`src/rtl/prim_intr_pkg.sv`:
```
`default_nettype none
// ============================================================================
// Module   : prim_intr_pkg
// Brief    : Shared types and helpers for the coalescing interrupt block.
// Revision : 1.0 - initial release
// ============================================================================
package prim_intr_pkg;

    typedef enum logic {
        IntrLevel = 1'b0,
        IntrEdge  = 1'b1
    } intr_mode_e;

    typedef enum logic [1:0] {
        CoalIdle  = 2'd0,
        CoalAccum = 2'd1,
        CoalFire  = 2'd2
    } coal_state_e;

    localparam int unsigned c_max_width = 32;
    localparam int unsigned c_pend_w    = 6;

    function automatic logic [c_pend_w-1:0] popcount(input logic [c_max_width-1:0] vec);
        logic [c_pend_w-1:0] cnt;
        cnt = '0;
        for (int i = 0; i < c_max_width; i++) begin
            cnt = cnt + c_pend_w'(vec[i]);
        end
        return cnt;
    endfunction

endpackage
`default_nettype wire

```
`src/rtl/prim_intr_coalesce.sv`:
```
`default_nettype none
// ============================================================================
// Module   : prim_intr_coalesce
// Brief    : Event-count / holdoff-timer engine driving the aggregate irq.
// Revision : 1.0 - initial release
// ============================================================================
module prim_intr_coalesce
    import prim_intr_pkg::*;
#(
    parameter int unsigned CNT_W = 8,
    parameter int unsigned TMR_W = 16
) (
    input  logic                clk_i,
    input  logic                rst_i,
    input  logic [c_pend_w-1:0] pend_i,
    input  logic                any_pend_i,
    input  logic [CNT_W-1:0]    thresh_i,
    input  logic [TMR_W-1:0]    timeout_i,
    input  logic                ack_i,
    output logic                irq_o
);

    localparam int unsigned c_sum_w = CNT_W + c_pend_w;
    localparam logic [c_sum_w-1:0] c_cnt_max = c_sum_w'({CNT_W{1'b1}});

    coal_state_e        r_fsm, w_fsm_d;
    logic [CNT_W-1:0]   r_cnt, w_cnt_d;
    logic [TMR_W-1:0]   r_tmr, w_tmr_d;
    logic               r_irq;

    logic [c_sum_w-1:0] w_sum_add;
    logic [CNT_W-1:0]   w_cnt_add, w_cnt_new;
    logic [TMR_W-1:0]   w_tmr_inc;
    logic               w_thr_hit, w_tmo_hit;

    // Counter and timer both saturate rather than wrap.
    assign w_sum_add = c_sum_w'(r_cnt) + c_sum_w'(pend_i);
    assign w_cnt_add = (w_sum_add > c_cnt_max) ? '1 : w_sum_add[CNT_W-1:0];
    assign w_cnt_new = (c_sum_w'(pend_i) > c_cnt_max) ? '1 : CNT_W'(pend_i);
    assign w_tmr_inc = (r_tmr == '1) ? r_tmr : r_tmr + TMR_W'(1);

    assign w_thr_hit = (r_cnt >= thresh_i);
    assign w_tmo_hit = (timeout_i != '0) && (r_tmr >= timeout_i - TMR_W'(1));

    always_comb begin
        w_fsm_d = r_fsm;
        w_cnt_d = r_cnt;
        w_tmr_d = r_tmr;
        case (r_fsm)
            CoalIdle: begin
                if (pend_i != '0) begin
                    w_fsm_d = CoalAccum;
                    w_cnt_d = w_cnt_new;
                    w_tmr_d = '0;
                end
            end
            CoalAccum: begin
                w_cnt_d = w_cnt_add;
                w_tmr_d = w_tmr_inc;
                if (w_thr_hit || w_tmo_hit) begin
                    w_fsm_d = CoalFire;
                end else if (!any_pend_i) begin
                    w_fsm_d = CoalIdle;
                    w_cnt_d = '0;
                    w_tmr_d = '0;
                end
            end
            CoalFire: begin
                if (ack_i || !any_pend_i) begin
                    w_fsm_d = CoalIdle;
                    w_cnt_d = '0;
                    w_tmr_d = '0;
                end
            end
            default: begin
                w_fsm_d = CoalIdle;
                w_cnt_d = '0;
                w_tmr_d = '0;
            end
        endcase
    end

    always_ff @(posedge clk_i or posedge rst_i) begin
        if (rst_i) begin
            r_fsm <= CoalIdle;
            r_cnt <= '0;
            r_tmr <= '0;
            r_irq <= 1'b0;
        end else begin
            r_fsm <= w_fsm_d;
            r_cnt <= w_cnt_d;
            r_tmr <= w_tmr_d;
            r_irq <= (w_fsm_d == CoalFire);
        end
    end

    assign irq_o = r_irq;

endmodule
`default_nettype wire

```
`src/rtl/prim_intr_hw_coal.sv`:
```
`default_nettype none
// ============================================================================
// Module   : prim_intr_hw_coal
// Brief    : Per-channel level/edge interrupt state with a coalesced irq.
// Revision : 1.0 - initial release
// ============================================================================
module prim_intr_hw_coal
    import prim_intr_pkg::*;
#(
    parameter int unsigned WIDTH = 8,
    parameter int unsigned CNT_W = 8,
    parameter int unsigned TMR_W = 16
) (
    input  logic             clk_i,
    input  logic             rst_i,
    input  logic [WIDTH-1:0] event_intr_i,
    input  logic [WIDTH-1:0] intr_mode_i,
    input  logic [WIDTH-1:0] intr_enable_i,
    input  logic [WIDTH-1:0] intr_test_i,
    input  logic             intr_test_qe_i,
    input  logic [WIDTH-1:0] intr_clear_i,
    input  logic             intr_clear_qe_i,
    input  logic [CNT_W-1:0] coal_thresh_i,
    input  logic [TMR_W-1:0] coal_timeout_i,
    input  logic             irq_ack_i,
    output logic [WIDTH-1:0] intr_state_o,
    output logic [WIDTH-1:0] intr_o,
    output logic             irq_o
);

    logic [WIDTH-1:0]    r_prev, r_state;
    logic [WIDTH-1:0]    w_raw, w_new, w_clr, w_state_d;
    logic [c_pend_w-1:0] w_pend;
    logic                w_any_pend;

    for (genvar i = 0; i < WIDTH; i++) begin : g_chan
        intr_mode_e w_mode;
        assign w_mode   = intr_mode_e'(intr_mode_i[i]);
        assign w_raw[i] = (w_mode == IntrEdge) ? (event_intr_i[i] & ~r_prev[i])
                                               : event_intr_i[i];
    end

    // New captures are ORed in after the clear so a set always wins.
    assign w_new     = w_raw | (intr_test_qe_i ? intr_test_i : '0);
    assign w_clr     = intr_clear_qe_i ? intr_clear_i : '0;
    assign w_state_d = (r_state & ~w_clr) | w_new;

    assign w_pend     = popcount(c_max_width'(w_new & intr_enable_i));
    assign w_any_pend = |(r_state & intr_enable_i);

    always_ff @(posedge clk_i or posedge rst_i) begin
        if (rst_i) begin
            r_prev  <= '0;
            r_state <= '0;
        end else begin
            r_prev  <= event_intr_i;
            r_state <= w_state_d;
        end
    end

    assign intr_state_o = r_state;
    assign intr_o       = r_state & intr_enable_i;

    prim_intr_coalesce #(
        .CNT_W (CNT_W),
        .TMR_W (TMR_W)
    ) u_coalesce (
        .clk_i      (clk_i),
        .rst_i      (rst_i),
        .pend_i     (w_pend),
        .any_pend_i (w_any_pend),
        .thresh_i   (coal_thresh_i),
        .timeout_i  (coal_timeout_i),
        .ack_i      (irq_ack_i),
        .irq_o      (irq_o)
    );

endmodule
`default_nettype wire

```
`config.mk`:
```
export PLATFORM = sky130hd
export DESIGN_NAME = prim_intr_hw_coal
export DESIGN_NICKNAME = d
export VERILOG_FILES = /design/src/rtl/prim_intr_pkg.sv /design/src/rtl/prim_intr_coalesce.sv /design/src/rtl/prim_intr_hw_coal.sv
export SDC_FILE = /design/constraint.sdc
export NUM_CORES = 1
export LEC_CHECK = 0
export CORE_ASPECT_RATIO = 0.9
export CORE_MARGIN = 5
export CORE_UTILIZATION = 50
export CTS_CLUSTER_DIAMETER = 30
export DETAILED_ROUTE_END_ITERATION = 7
export DONT_BUFFER_PORTS = 1
export RECOVER_POWER = 25
export SLEW_MARGIN = 20
export SYNTH_ARGS = -nofsm -noshare
export SYNTH_HDL_FRONTEND = slang
export SYNTH_SLANG_ARGS = --single-unit
```
`constraint.sdc`:
```
create_clock -name clk_i -period 4.98 [get_ports clk_i]
set_input_delay 0.249 -clock clk_i [delete_from_list [all_inputs] [get_ports clk_i]]
set_output_delay 0.249 -clock clk_i [all_outputs]
set_load 0.1 [all_outputs]
```
== Word level (Yosys, flattened, before mapping) ==
Cells that the tools add are included.

* Bits in registers: 43
* Bits of input ports: 69
* Output and inout bits: 17

* $add $sub $neg: 34
* Order comparisons: 3
* Eq/ne operators: 6
* Multiplexer cells: 27
* Bitwise logic cells: 22
* Reductions and logical operators: 9

{| class="wikitable"
|+ Operators by type and width
! operator !! count
|-
| 6-bit by 1-bit adder with 6-bit output (second input constant) || 24
|-
| 16-bit two-way mux || 5
|-
| 8-bit two-way mux || 7
|-
| 16-bit case mux with 3 select lines || 1
|-
| 8-bit bitwise AND || 3
|-
| 8-bit case mux with 3 select lines || 1
|-
| 16-bit by 1-bit adder with 16-bit output (second input constant) || 1
|-
| 16-bit == test (second input constant) || 1
|-
| 16-bit greater-or-equal comparator || 1
|-
| 8-bit bitwise OR || 2
|-
| 16-bit nonzero test || 1
|-
| 16-bit by 1-bit subtractor with 16-bit output (second input constant) || 1
|-
| 14-bit by 8-bit greater-than comparator with 1-bit output (second input constant) || 1
|-
| 6-bit by 1-bit adder with 6-bit output || 2
|-
| 8-bit by 6-bit adder with 9-bit output || 1
|-
| 1-bit bitwise AND || 8
|-
| 8-bit greater-or-equal comparator || 1
|-
| 1-bit two-way mux || 8
|-
| 2-bit two-way mux || 4
|-
| 1-bit NOT || 8
|-
| 8-bit NOT || 1
|-
| 8-bit OR reduction || 1
|-
| 5-bit by 1-bit adder with 6-bit output || 1
|-
| 2-bit case mux with 3 select lines || 1
|-
| 13 further kinds || 16
|}

== Depth between registers and ports, before layout ==
Gate-level depths: netlist of run 1.

* Depth in word-level cells: 42
* Gate-level depth with buffers: 20
* Gate-level depth less buffers: 20

== By module ==
A second synthesis of run 1 with hierarchy kept.

* Cell total of the unflattened synthesis: 391
* Area total of the unflattened synthesis: 3385.7 µm²

{| class="wikitable"
|+ By module, submodules not included
! module !! times used !! cells an instance !! area an instance (µm²) !! sequential area each (µm²)
|-
| prim_intr_coalesce || 1 || 303 || 2503.7 || 675.6
|-
| prim_intr_hw_coal || 1 || 88 || 882.1 || 400.4
|}

== Least setup slack after synthesis of run 1 ==
Ideal clock, no wire load.

* Path type: input to register
* From: in intr_test_qe_i
* To: reg u_coalesce.r_cnt[5]
* Setup time: 0.126 ns
* Data arrival time: 4.428 ns
* Setup slack: 0.426 ns
* Stages: 18
* Buffers on the path: 1
* Cell sequence: clkbuf_1 > a22o_1 > and2_1 > fa_1 > inv_1 > fa_1 > inv_1 > fa_1 > ha_1 > inv_1 > fa_1 > inv_1 > fa_1 > a21oi_1 > o21bai_1 > nor2b_1 > o21bai_1 > a221o_1

* Longest elaborated chain between the ends: 40

{| class="wikitable"
|+ RTL lines
! element !! line !! text
|-
| from (decl) || prim_intr_hw_coal.sv:20 || <nowiki>input logic intr_test_qe_i,</nowiki>
|-
| 8-bit two-way mux * || prim_intr_hw_coal.sv:44 || <nowiki>assign w_new = w_raw | (intr_test_qe_i ? intr_test_i : '0);</nowiki>
|-
| 8-bit bitwise OR * || prim_intr_hw_coal.sv:44 ||
|-
| 8-bit bitwise AND * || prim_intr_hw_coal.sv:48 || <nowiki>assign w_pend = popcount(c_max_width'(w_new & intr_enable_i));</nowiki>
|-
| 1-bit by 1-bit adder with 2-bit output || prim_intr_pkg.sv:27 || <nowiki>cnt = cnt + c_pend_w'(vec[i]);</nowiki>
|-
| 2-bit by 1-bit adder with 3-bit output || prim_intr_pkg.sv:27 ||
|-
| 3-bit by 1-bit adder with 4-bit output || prim_intr_pkg.sv:27 ||
|-
| 4-bit by 1-bit adder with 5-bit output || prim_intr_pkg.sv:27 ||
|-
| 5-bit by 1-bit adder with 6-bit output || prim_intr_pkg.sv:27 ||
|-
| 6-bit by 1-bit adder with 6-bit output || prim_intr_pkg.sv:27 ||
|-
| 6-bit by 1-bit adder with 6-bit output * (25 in a row) || prim_intr_pkg.sv:27 ||
|-
| 8-bit by 6-bit adder with 9-bit output || prim_intr_coalesce.sv:37 || <nowiki>assign w_sum_add = c_sum_w'(r_cnt) + c_sum_w'(pend_i);</nowiki>
|-
| 14-bit by 8-bit greater-than comparator with 1-bit output || prim_intr_coalesce.sv:38 || <nowiki>assign w_cnt_add = (w_sum_add > c_cnt_max) ? '1 : w_sum_add[CNT_W-1:0];</nowiki>
|-
| 8-bit two-way mux || prim_intr_coalesce.sv:38 ||
|-
| 8-bit two-way mux || prim_intr_coalesce.sv:62 || <nowiki>end else if (!any_pend_i) begin</nowiki>
|-
| 8-bit two-way mux || prim_intr_coalesce.sv:60 || <nowiki>if (w_thr_hit || w_tmo_hit) begin</nowiki>
|-
| 8-bit case mux with 3 select lines || prim_intr_coalesce.sv:49 || <nowiki>case (r_fsm)</nowiki>
|-
| to (signal assigned) || prim_intr_coalesce.sv:91 || <nowiki>r_cnt <= w_cnt_d;</nowiki>
|-
| to (decl) || prim_intr_coalesce.sv:27 || <nowiki>logic [CNT_W-1:0] r_cnt, w_cnt_d;</nowiki>
|}

Mark *: on every way between the ends. The rest lies on a longest branch, timed or not. The select of a mux whose other input is x is not followed.
A chain may end at the register's enable or synchronous reset.

== Final worst setup path of run 1 ==
* From: reg r_prev[3]
* To: reg u_coalesce.r_cnt[5]

* Longest elaborated chain between the ends: 40

{| class="wikitable"
|+ RTL lines
! element !! line !! text
|-
| from (decl) || prim_intr_hw_coal.sv:31 || <nowiki>logic [WIDTH-1:0] r_prev, r_state;</nowiki>
|-
| from (signal assigned) || prim_intr_hw_coal.sv:56 || <nowiki>r_prev <= event_intr_i;</nowiki>
|-
| 1-bit NOT * || prim_intr_hw_coal.sv:39 || <nowiki>assign w_raw[i] = (w_mode == IntrEdge) ? (event_intr_i[i] & ~r_prev[i])</nowiki>
|-
| 1-bit bitwise AND * || prim_intr_hw_coal.sv:39 ||
|-
| 1-bit two-way mux * || prim_intr_hw_coal.sv:39 ||
|-
| 8-bit bitwise OR * || prim_intr_hw_coal.sv:44 ||
|-
| 8-bit bitwise AND * || prim_intr_hw_coal.sv:48 ||
|-
| 3-bit by 1-bit adder with 4-bit output * || prim_intr_pkg.sv:27 ||
|-
| 4-bit by 1-bit adder with 5-bit output * || prim_intr_pkg.sv:27 ||
|-
| 5-bit by 1-bit adder with 6-bit output * || prim_intr_pkg.sv:27 ||
|-
| 6-bit by 1-bit adder with 6-bit output * (26 in a row) || prim_intr_pkg.sv:27 ||
|-
| 8-bit by 6-bit adder with 9-bit output || prim_intr_coalesce.sv:37 ||
|-
| 14-bit by 8-bit greater-than comparator with 1-bit output || prim_intr_coalesce.sv:38 ||
|-
| 8-bit two-way mux || prim_intr_coalesce.sv:38 ||
|-
| 8-bit two-way mux || prim_intr_coalesce.sv:62 ||
|-
| 8-bit two-way mux || prim_intr_coalesce.sv:60 ||
|-
| 8-bit case mux with 3 select lines || prim_intr_coalesce.sv:49 ||
|}

Marks and branches as above.

==> flow_summary.ini, run 1 <==
[cts]
insertion_delay_ns = 0.30
cts-root-buf = clkbuf_8
clock_path_buffers = 2
clkTransAtPathRegs_ns = 0.09
cts_tree = done
htree_levels = 2
cts_made_buffers = 5
postCtsSetupRepairBufs = 0
cts.sinks = 43

[setup_path]
ff2ff_setup_slack_ns = 0.31
startpoint_type = flop
crit_path_end_kind = flop
worstSetupPathType = reg -> reg
required_ns = 5.16
arrival_ns = 4.86
path_max_fanout = 5

[logic_synthesis]
synth_area_leaders = dfrtp_1 33%, ha_1 13%, a21oi_1 4.6%
synth_ff_type = dfrtp_1
ys_seq_area_frac = 0.330
synth_cells = 373
yosysWarnings = 0
avgSynthCellArea_um2 = 8.75
ys_seq_elements = 43
synth.distinct_cells = 49
synth.top_cell.area_share = 0.330
synthArstFlopShare = 1.00
synth_area_mm2 = 0.00326
mappedNetlistNets = 480
synth_top_area_cell = dfrtp_1
synth_edf_count = 0

[floorplan]
rows = 28
fp.dieH_um = 86.7
start_util = 0.504
dieArea_mm2 = 0.00825
io_pins = 86
die_w_um = 95.2
core-area_mm2 = 0.00648

[timing]
finalMaxSlewViolations = 44
finalSetupViolations = 0
min_period_ns = 4.67
rsz0062_at_grt = false
tightestPinTransition_ns = 2.41
fmax_mhz = 214
period_share = 0.939
hold_viol = 0
fin_skew_ns = 0.00671
setup-tns-final_ns = 0
slew_headroom = -0.610

[drt]
routed_via_density = 5.67
first_iter_violations = 94
ant_nets = 0
vias = 2732
drt-total-wl_um = 7620
wire_per_inst_um = 15.8
first_pass_iters = 4
post-route-drc-count = 0

[placement]
gp_congestion = 0.847
numPortBuffers = 0
dp_hpwl_um = 5980
dp_cells = 465
post_dp_cell_area_mm2 = 0.00342

[layout]
diodes = 0
synthToLayoutAreaGrowth_pct = 10.5
drive_above_1_share = 0.0587
n_fill_cell = 600
multiInputGateArea_mm2 = 0.00204
area.sequential_mm2 = 0.00108
fin_nets = 498
design_area_mm2 = 0.00361
fin_cells = 482

[global_route]
grt_pass1_vias = 2776
antenna_found_initial = 0
grt_max_degree = 44
grt_pass1_wl_um = 13100
grt_overflow = 0
grt_usage = 0.199

[power_and_ir_drop]
power_frac_seq = 0.372
p_total_uw = 1360
p_sw_uw = 570
clockPowerShare = 0.203
power_density_mw_per_mm2 = 376
pwr-share-comb = 0.425
p_leak_uw = 0.00165
p_int_uw = 788
switching_share = 0.420
max-vdd-ir-drop_uv = 223

[status]
failed_checks = capacitance limit, slew limit
status = finished with violations

[job]
cap_violations = 1

[min_path]
hp-class = in -> reg
-- layout by cell type (no fill, tap or decap), types with 5 or more instances in the layout --
cell	Yosys	routed
a21o_1	12	12
a21oi_1	30	30
a22o_1	8	8
a31oi_1	13	13
a41oi_1	5	5
and2_1	18	18
and3_1	7	7
buf_4	0	9
clkbuf_8	0	5
dfrtp_1	43	43
dlygate4sd3_1	0	9
fa_1	5	5
ha_1	33	33
inv_1	25	24
nand2_1	34	34
nand3_1	12	12
nand4_1	5	5
nor2_1	27	27
nor3_1	10	10
o21ai_0	14	14
xnor2_1	13	13
-- synth_stat cells (5+ instances only) --
master,n
a41oi_1,5
a31oi_1,13
inv_1,25
nor3_1,10
nand3_1,12
a22o_1,8
o21ai_0,14
and3_1,7
and2_1,18
dfrtp_1,43
a21oi_1,30
fa_1,5
buf_2,5
a21o_1,12
nor2_1,27
ha_1,33
nand4_1,5
xnor2_1,13
nand2_1,34
-- per-layer routing --
metal / part of all wire / wire (µm) / vias to the layer above / global-route usage
li1: - / - / 1372 / -
met1: 0.47 / 3620 / 1296 / 0.273
met2: 0.47 / 3570 / 62 / 0.316
met3: 0.052 / 395 / 2 / 0.0530
met4: 0.0055 / 42 / 0 / 0.0433
met5: 0 / 0 / - / 0
-- layout make-up --
class	count	share of cell area
clock buffers	5	0.0191
well taps	90	0.0312
flip-flops and latches	43	0.298
multi-input cells	295	0.566
repair buffers	21	0.0468
inverters	25	0.0260
clock inverters	3	0.0121
-- final timing paths --
kind	start	depth (start not counted)	endpoint
setup / recovery	r_prev[3]$_DFF_PP0_	18	u_coalesce.r_cnt[5]$_DFFE_PP0P_
hold / removal	intr_clear_qe_i	2	intr_state_o[5]$_DFF_PP0_
setup reg to reg	r_prev[3]$_DFF_PP0_	18	u_coalesce.r_cnt[5]$_DFFE_PP0P_
hold reg to reg	u_coalesce.r_fsm[1]$_DFF_PP0_	1	u_coalesce.r_fsm[0]$_DFF_PP0_
max in group asynchronous	rst_i	3	u_coalesce.r_cnt[3]$_DFFE_PP0P_
min in group asynchronous	rst_i	3	u_coalesce.r_tmr[1]$_DFFE_PP0P_
-- power by group through the flow --
stage / clock network [µW] / registers, µW / logic, µW
after floorplan: 0 / 502 / 458
after global placement: 0 / 511 / 560
after detailed placement: 0 / 512 / 570
after CTS: 285 / 505 / 581
after global routing: 302 / 516 / 657
final: 276 / 505 / 577
-- worst max-delay path, cell delays in order, from the launching register on --
cell	delay [ns]
dfrtp_1	0.34
nand2_1	0.05
a22o_1	0.18
and2_1	0.18
fa_1	0.53
inv_1	0.05
fa_1	0.49
inv_1	0.05
fa_1	0.50
ha_1	0.17
inv_1	0.06
fa_1	0.53
inv_1	0.08
fa_1	0.43
a21oi_1	0.15
o21bai_1	0.13
nor2b_1	0.20
o21bai_1	0.16
a221o_1	0.28
-- repair_timing --
item                                   in CTS  in global routing
hold buffers                                9                  0
gates resized for setup                     0                  0
endpoints found under the hold margin      43                  0
setup endpoints to repair                   0                  0
-- logic make-up after synthesis --
| group | count (synthesis) | share of synthesized area |
|---|---|---|
| buffers and inverters | 35 | 0.0445 |
| DFF | 43 | 0.330 |
| xor gates and xnor gates | 17 | 0.0456 |
| AOI/OAI and AO/OA | 102 | 0.202 |
| adders and majority gates | 38 | 0.157 |
| and+or+nand+nor | 138 | 0.222 |
-- sequential cells by signal (all words and copies together) (netlist names) --
name,cells
u_coalesce.r_tmr,16
u_coalesce.r_fsm,2
u_coalesce.r_cnt,8
r_prev,8
intr_state_o,8
u_coalesce.irq_o,1
-- stage by stage --
| stage | hold WS [ns] | setup WS [ns] | utilization |
|---|---|---|---|
| floorplan | 0.280 | 0.426 | - |
| global placement | 0.281 | 0.420 | 0.527 |
| detailed placement | 0.281 | 0.336 | 0.527 |
| CTS | 0.107 | 0.298 | 0.558 |
| global route | 0.117 | 0.0362 | 0.557 |
| finish | 0.123 | 0.305 | 0.557 |
(Power assumes the default switching activity.)
==> run 2: changes to the inputs <==
--- a/config.mk
+++ b/config.mk
@@ -6,8 +6,8 @@
 export NUM_CORES = 1
 export LEC_CHECK = 0
 export CORE_ASPECT_RATIO = 0.9
-export CORE_MARGIN = 5
-export CORE_UTILIZATION = 50
+export CORE_MARGIN = 3
+export CORE_UTILIZATION = 44
 export CTS_CLUSTER_DIAMETER = 30
 export DETAILED_ROUTE_END_ITERATION = 7
 export DONT_BUFFER_PORTS = 1
==> run 2 against run 1 <==
The run still ends with capacitance limit, slew limit left. Power decreased by 0.18%. Sequential share of layout area decreased by 0.083 points. Non-clock buffer count rose by 1. Hold slack worse by 0.0042 ns. Clock-buffer cell count is 1 higher. Clock skew is 0.0041 ns higher. Sequential power is 3% lower. Critical path type unchanged.
==> flow_summary.ini, run 2 (synthesized netlist as in run 1, its figures left out) <==
[global_route]
grt_overflow = 0
grt_pass1_wl_um = 11800
antenna_found_initial = 0
grt_max_degree = 44
grt_usage = 0.170
grt_pass1_vias = 2615

[min_path]
hp-start = intr_clear_qe_i
whs_endpoint = intr_state_o[6]$_DFF_PP0_
hp-class = in -> reg
min_path_cells = 2

[layout]
final_cell_mix = 43 x dfrtp_1, 34 x nand2_1, 33 x ha_1, 30 x a21oi_1, 27 x nor2_1
area.sequential_mm2 = 0.00108
largest_register_ffs = 16
n_fill_cell = 694
drive_above_1_share = 0.0585
mostFrequentLayoutCell = dfrtp_1
design_area_mm2 = 0.00362
regMostFlops = u_coalesce.r_tmr
synthToLayoutAreaGrowth_pct = 10.8
multiInputGateArea_mm2 = 0.00204
diodes = 0
fin_nets = 499

[setup_path]
cp_top_family = adder cells
path_max_fanout = 5
r2r-end = u_coalesce.r_cnt[5]$_DFFE_PP0P_
critPathSlowestCell = fa_1
cp_num_buf_inv = 4
cp_cell_sequence = nand2_1 -> a22o_1 -> and2_1 -> fa_1 -> inv_1 -> fa_1 -> inv_1 -> fa_1 -> ha_1 -> inv_1 -> fa_1 -> inv_1 -> fa_1 -> a21oi_1 -> o21bai_1 -> nor2b_1 -> o21bai_1 -> a221o_1
ff2ff_setup_slack_ns = 0.31
arrival_ns = 4.86
startpoint_type = flop
required_ns = 5.16
cp_slowest_stage_delay_ns = 0.53
worstSetupPathType = reg -> reg
r2r.worst_path.cells = 18
crit_path_end_kind = flop
crit_top_cell = fa_1
r2r-start = r_prev[3]$_DFF_PP0_

[timing]
min_period_ns = 4.67
hold_viol = 0
tightestPinTransition_ns = 2.23
period_share = 0.938
finalMaxSlewViolations = 44
fin_ws_ns = 0.308
setup-tns-final_ns = 0
finalSetupViolations = 0
fin_skew_ns = 0.0109
rsz0062_at_grt = false
slew_headroom = -0.487
fmax_mhz = 214

[floorplan]
io_pins = 86
core-area_mm2 = 0.00711
fp.dieH_um = 87.7
dieArea_mm2 = 0.00849
start_util = 0.459
rows = 29
die_w_um = 96.8

[power_and_ir_drop]
max-vdd-ir-drop_uv = 185
p_total_uw = 1360
power_density_mw_per_mm2 = 375
p_leak_uw = 0.00165

[cts]
htree_levels = 2
clkTransAtPathRegs_ns = 0.08
postCtsSetupRepairBufs = 0
cts-root-buf = clkbuf_8
cts_tree = done
cts_made_buffers = 5
cts.sinks = 43
insertion_delay_ns = 0.30
clock_path_buffers = 2

[job]
cap_violations = 1

[drt]
first_pass_iters = 4
routed_via_density = 5.58
first_iter_violations = 94
drt-total-wl_um = 7230
vias = 2714
post-route-drc-count = 0
ant_nets = 0
wire_per_inst_um = 14.9

[placement]
post_dp_cell_area_mm2 = 0.00343
post-place-ws_ns = 0.323
gp_congestion = 0.816
dp_hpwl_um = 5670
numPortBuffers = 0

[status]
status = finished with violations
failed_checks = capacitance limit, slew limit
run 2: how the worst max path moves through the flow:
stage | start | slack [ns] | cells after the start | to
2_1_floorplan | intr_test_qe_i | 0.43 | 18 | u_coalesce.r_cnt[5]$_DFFE_PP0P_
3_3_place_gp | r_prev[3]$_DFF_PP0_ | 0.42 | 18 | u_coalesce.r_cnt[5]$_DFFE_PP0P_
3_5_place_dp | r_prev[3]$_DFF_PP0_ | 0.32 | 18 | u_coalesce.r_cnt[5]$_DFFE_PP0P_
4_1_cts | r_prev[3]$_DFF_PP0_ | 0.30 | 18 | u_coalesce.r_cnt[5]$_DFFE_PP0P_
5_1_grt | r_prev[3]$_DFF_PP0_ | 0.07 | 17 | u_coalesce.r_tmr[4]$_DFFE_PP0P_
6_report | r_prev[3]$_DFF_PP0_ | 0.31 | 18 | u_coalesce.r_cnt[5]$_DFFE_PP0P_
run 2: metrics by stage:
stage | std cells | util | hold slack, ns
2_1_floorplan | 373 | - | 0.280
3_3_place_gp | 469 | 0.482 | 0.281
3_5_place_dp | 469 | 0.482 | 0.281
4_1_cts | 486 | 0.511 | 0.109
5_1_grt | 486 | 0.509 | 0.120
6_report | 486 | 0.509 | 0.119
run 2: worst register-to-register path: cells and delay by family, from the launching register on:
| family | cells | cell delay, ns |
|---|---|---|
| buffers and inverters | 4 | 0.25 |
| and+or+nand+nor | 3 | 0.40 |
| DFF | 1 | 0.33 |
| adders and majority gates | 6 | 2.67 |
| AOI/OAI and AO/OA | 5 | 0.93 |
run 2: routing by layer:
| metal | up-vias | track usage | routed length (µm) | part of all wire |
|---|---|---|---|---|
| li1 | 1385 | - | - | - |
| met1 | 1266 | 0.227 | 3560 | 0.49 |
| met2 | 55 | 0.287 | 3330 | 0.46 |
| met3 | 8 | 0.0366 | 294 | 0.041 |
| met4 | 0 | 0.0395 | 51 | 0.0071 |
| met5 | - | 0 | 0 | 0 |
run 2: area by class of cell:
| cell class | instances | area share |
|---|---|---|
| clock inverter | 2 | 0.00969 |
| clock buffer | 6 | 0.0228 |
| inverter | 25 | 0.0259 |
| timing repair buffer | 22 | 0.0467 |
| tap | 93 | 0.0322 |
| sequential | 43 | 0.297 |
| multi-input combinational | 295 | 0.565 |
run 2: what timing repair did:
action,4_1_cts,5_1_grt
hold endpoints to repair,51,0
resized for setup,0,0
hold buffers,9,0
run 2: report_power, final:
| group | switching (µW) | total (µW) | internal [µW] |
|---|---|---|---|
| clock | 124 | 287 | 162 |
| sequential | 84.4 | 490 | 406 |
| combinational | 351 | 579 | 228 |
==> run 3: changes to the inputs <==
--- a/config.mk
+++ b/config.mk
@@ -5,6 +5,7 @@
 export SDC_FILE = /design/constraint.sdc
 export NUM_CORES = 1
 export LEC_CHECK = 0
+export ABC_AREA = 1
 export CORE_ASPECT_RATIO = 0.9
 export CORE_MARGIN = 3
 export CORE_UTILIZATION = 44
==> run 3 against run 2 <==
The flow still finishes with violations (capacitance limit, slew limit). Flip-flop and latch count is the same. Clock skew shrank 0.0025 ns. Synthesized cell count up 48%. Critical endpoint unchanged. Hold slack got worse by 0.021 ns. Clock-buffer cell count unchanged. Area after synthesis is 17% higher. Cell area is 13% higher. Sequential share of layout area shrank 3.5 points. Sequential power increased by 16%. Clock power down 6%. Worst setup slack improved by 0.11 ns.
==> flow_summary.ini, run 3 <==
[status]
status = finished with violations
failed_checks = capacitance limit, slew limit

[logic_synthesis]
yosysMostFrequentCell = nand2_1
yosysWarnings = 0
synth_area_leaders = dfrtp_1 28%, nand2_1 17%, ha_1 11%
ys_seq_elements = 43
synth_ff_type = dfrtp_1
avgSynthCellArea_um2 = 6.94
synth_cells = 552
ys_top_cells_by_count = 170 x nand2_1, 89 x inv_1, 43 x dfrtp_1, 41 x nand3_1, 35 x nor2_1
synth_top_area_cell = dfrtp_1
mappedNetlistNets = 659
ys_seq_area_frac = 0.281
synthArstFlopShare = 1.00
synth.top_cell.area_share = 0.281
synth.distinct_cells = 33
synth_edf_count = 0
synth_area_mm2 = 0.00383

[setup_path]
ff2ff_setup_slack_ns = 0.42
startpoint_type = flop
path_max_fanout = 5
cp_slowest_stage_delay_ns = 0.53
required_ns = 5.15
r2r-end = u_coalesce.r_cnt[5]$_DFFE_PP0P_
r2r.worst_path.cells = 23
arrival_ns = 4.73
critPathSlowestCell = fa_1
worstSetupPathType = reg -> reg
cp_cell_sequence = nand2_1 -> a22o_1 -> inv_1 -> nor2_1 -> fa_1 -> inv_1 -> fa_1 -> inv_1 -> fa_1 -> ha_1 -> inv_1 -> fa_1 -> xor2_1 -> inv_1 -> ha_1 -> nand3_1 -> nand2_1 -> a21oi_1 -> nor2_1 -> xor2_1 -> nand2_1 -> nand2_1 -> o21ai_1
r2r-start = r_prev[3]$_DFF_PP0_
crit_path_end_kind = flop
crit_top_cell = inv_1

[layout]
largest_register_ffs = 16
mostFrequentLayoutCell = nand2_1
drive_above_1_share = 0.0627
synthToLayoutAreaGrowth_pct = 7.19
final_cell_mix = 170 x nand2_1, 88 x inv_1, 43 x dfrtp_1, 41 x nand3_1, 35 x nor2_1
fin_nets = 665
regMostFlops = u_coalesce.r_tmr
n_fill_cell = 829
post-route-util = 0.497
diodes = 0

[cts]
clkTransAtPathRegs_ns = 0.09
clock_path_buffers = 2
htree_levels = 2
ctsResizeCount = 0
cts.sinks = 43
cts_tree = done
insertion_delay_ns = 0.29
cts_made_buffers = 5
cts-root-buf = clkbuf_8

[drt]
post-route-drc-count = 0
routed_via_density = 5.02
ant_nets = 0
first_iter_violations = 137
first_pass_iters = 4
met3_length_um = 414
drt-total-wl_um = 8850
met2_length_um = 4110
wire_per_inst_um = 13.1
top_layer = met4
wl_met1_um = 4270
vias = 3376

[min_path]
hp-class = in -> reg
min_path_cells = 2
hp-start = event_intr_i[6]
whs_endpoint = intr_state_o[6]$_DFF_PP0_

[global_route]
grt_overflow = 0
antenna_found_initial = 0
grt_usage = 0.186
grt_pass1_wl_um = 15300
grt_pass1_vias = 3338
grt_max_degree = 44

[floorplan]
die_w_um = 104
core-area_mm2 = 0.00826
start_util = 0.464
dieArea_mm2 = 0.00986
fp.dieH_um = 94.5
rows = 31
io_pins = 86

[placement]
gp_congestion = 0.889
numPortBuffers = 0
dp_hpwl_um = 6740

[timing]
slew_headroom = -0.675
tightestPinTransition_ns = 2.51
min_period_ns = 4.56
finalMaxSlewViolations = 44
setup-tns-final_ns = 0
finalSetupViolations = 0
fmax_mhz = 219
fin_skew_ns = 0.00834
hold_viol = 0
period_share = 0.916
rsz0062_at_grt = false

[power_and_ir_drop]
max-vdd-ir-drop_uv = 187
power_density_mw_per_mm2 = 389
p_leak_uw = 0.00220

[job]
cap_violations = 1
==> run 3: cell types whose count changed in the layout (fill, tap and decap cells not counted), sizes merged, moves of 6 or more <==
cell,previous run,this run
nand3,12,43
a21o,12,1
a21oi,30,20
and3,7,0
a31oi,13,0
xor2,4,17
inv,24,91
and2,18,0
nand2,34,179
buf,8,2
nor2,28,41
nand4,5,13
==> run 3: timing repair <==
item                      4_1_cts  5_1_grt
hold buffers                    8        0
setup buffers                   0        0
hold endpoints to repair        8        0
==> run 3: worst max-delay path by stage <==
stage                                    from                         endpoint  cells after the start
final                     r_prev[3]$_DFF_PP0_  u_coalesce.r_cnt[5]$_DFFE_PP0P_                     23
after CTS                 r_prev[3]$_DFF_PP0_  u_coalesce.r_cnt[5]$_DFFE_PP0P_                     23
after global routing      r_prev[3]$_DFF_PP0_  u_coalesce.r_cnt[4]$_DFFE_PP0P_                     23
after floorplan                intr_test_qe_i  u_coalesce.r_cnt[5]$_DFFE_PP0P_                     23
after detailed placement  r_prev[3]$_DFF_PP0_  u_coalesce.r_cnt[5]$_DFFE_PP0P_                     23
after global placement    r_prev[3]$_DFF_PP0_  u_coalesce.r_cnt[5]$_DFFE_PP0P_                     23
==> run 3: final cells by class <==
type | count | area (µm²) | area share
Timing Repair Buffer | 11 | 98.8 | 0.0241
Sequential cell | 43 | 1080 | 0.262
Clock inverter | 1 | 30.0 | 0.00731
Clock buffer | 6 | 72.6 | 0.0177
Multi-Input combinational cell | 405 | 2340 | 0.570
Inverter | 92 | 345 | 0.0841
Tap cell | 115 | 144 | 0.0351
==> run 3: cell families (layout without fill, tap and decap cells) <==
family          count (synthesis)  count (layout)  synth area share
compound gates                 49              49            0.0725
xor+xnor                       26              26            0.0595
fa+ha+maj                      38              38             0.134
buf+inv                       104             110             0.108
flops                          43              43             0.281
simple gates                  292             292             0.345
==> run 3: metrics by stage <==
stage                     hold slack, ns  cells  power, µW  area [µm²]  worst slack, ns
after floorplan                    0.280    552       1190        3830            0.627
after global placement             0.281    658       1310        3930            0.553
after detailed placement           0.281    658       1330        3930            0.437
after CTS                       0.000931    673       1610        4110            0.399
after global routing               0.113    673       1770        4110           0.0445
final                             0.0983    673       1600        4110            0.418
==> run 3: critical path, delay by kind of cell, from the launching register on <==
kind,cells,cell delay (ns)
fa+ha+maj,6,2.47
flops,1,0.34
simple gates,7,0.65
buf+inv,5,0.31
xor+xnor,2,0.36
compound gates,3,0.30
==> run 3: metal layers <==
layer | vias up | global-route usage
met1 | 1543 | 0.249
li1 | 1754 | -
met4 | 0 | 0.0321
met2 | 73 | 0.324
met3 | 6 | 0.0301
met5 | - | 0
==> run 3: power by group <==
part	total, µW	switching (µW)	internal [µW]
Clock	270	123	147
Combinational	759	484	276
Sequential	566	142	424
Total	1600	749	847
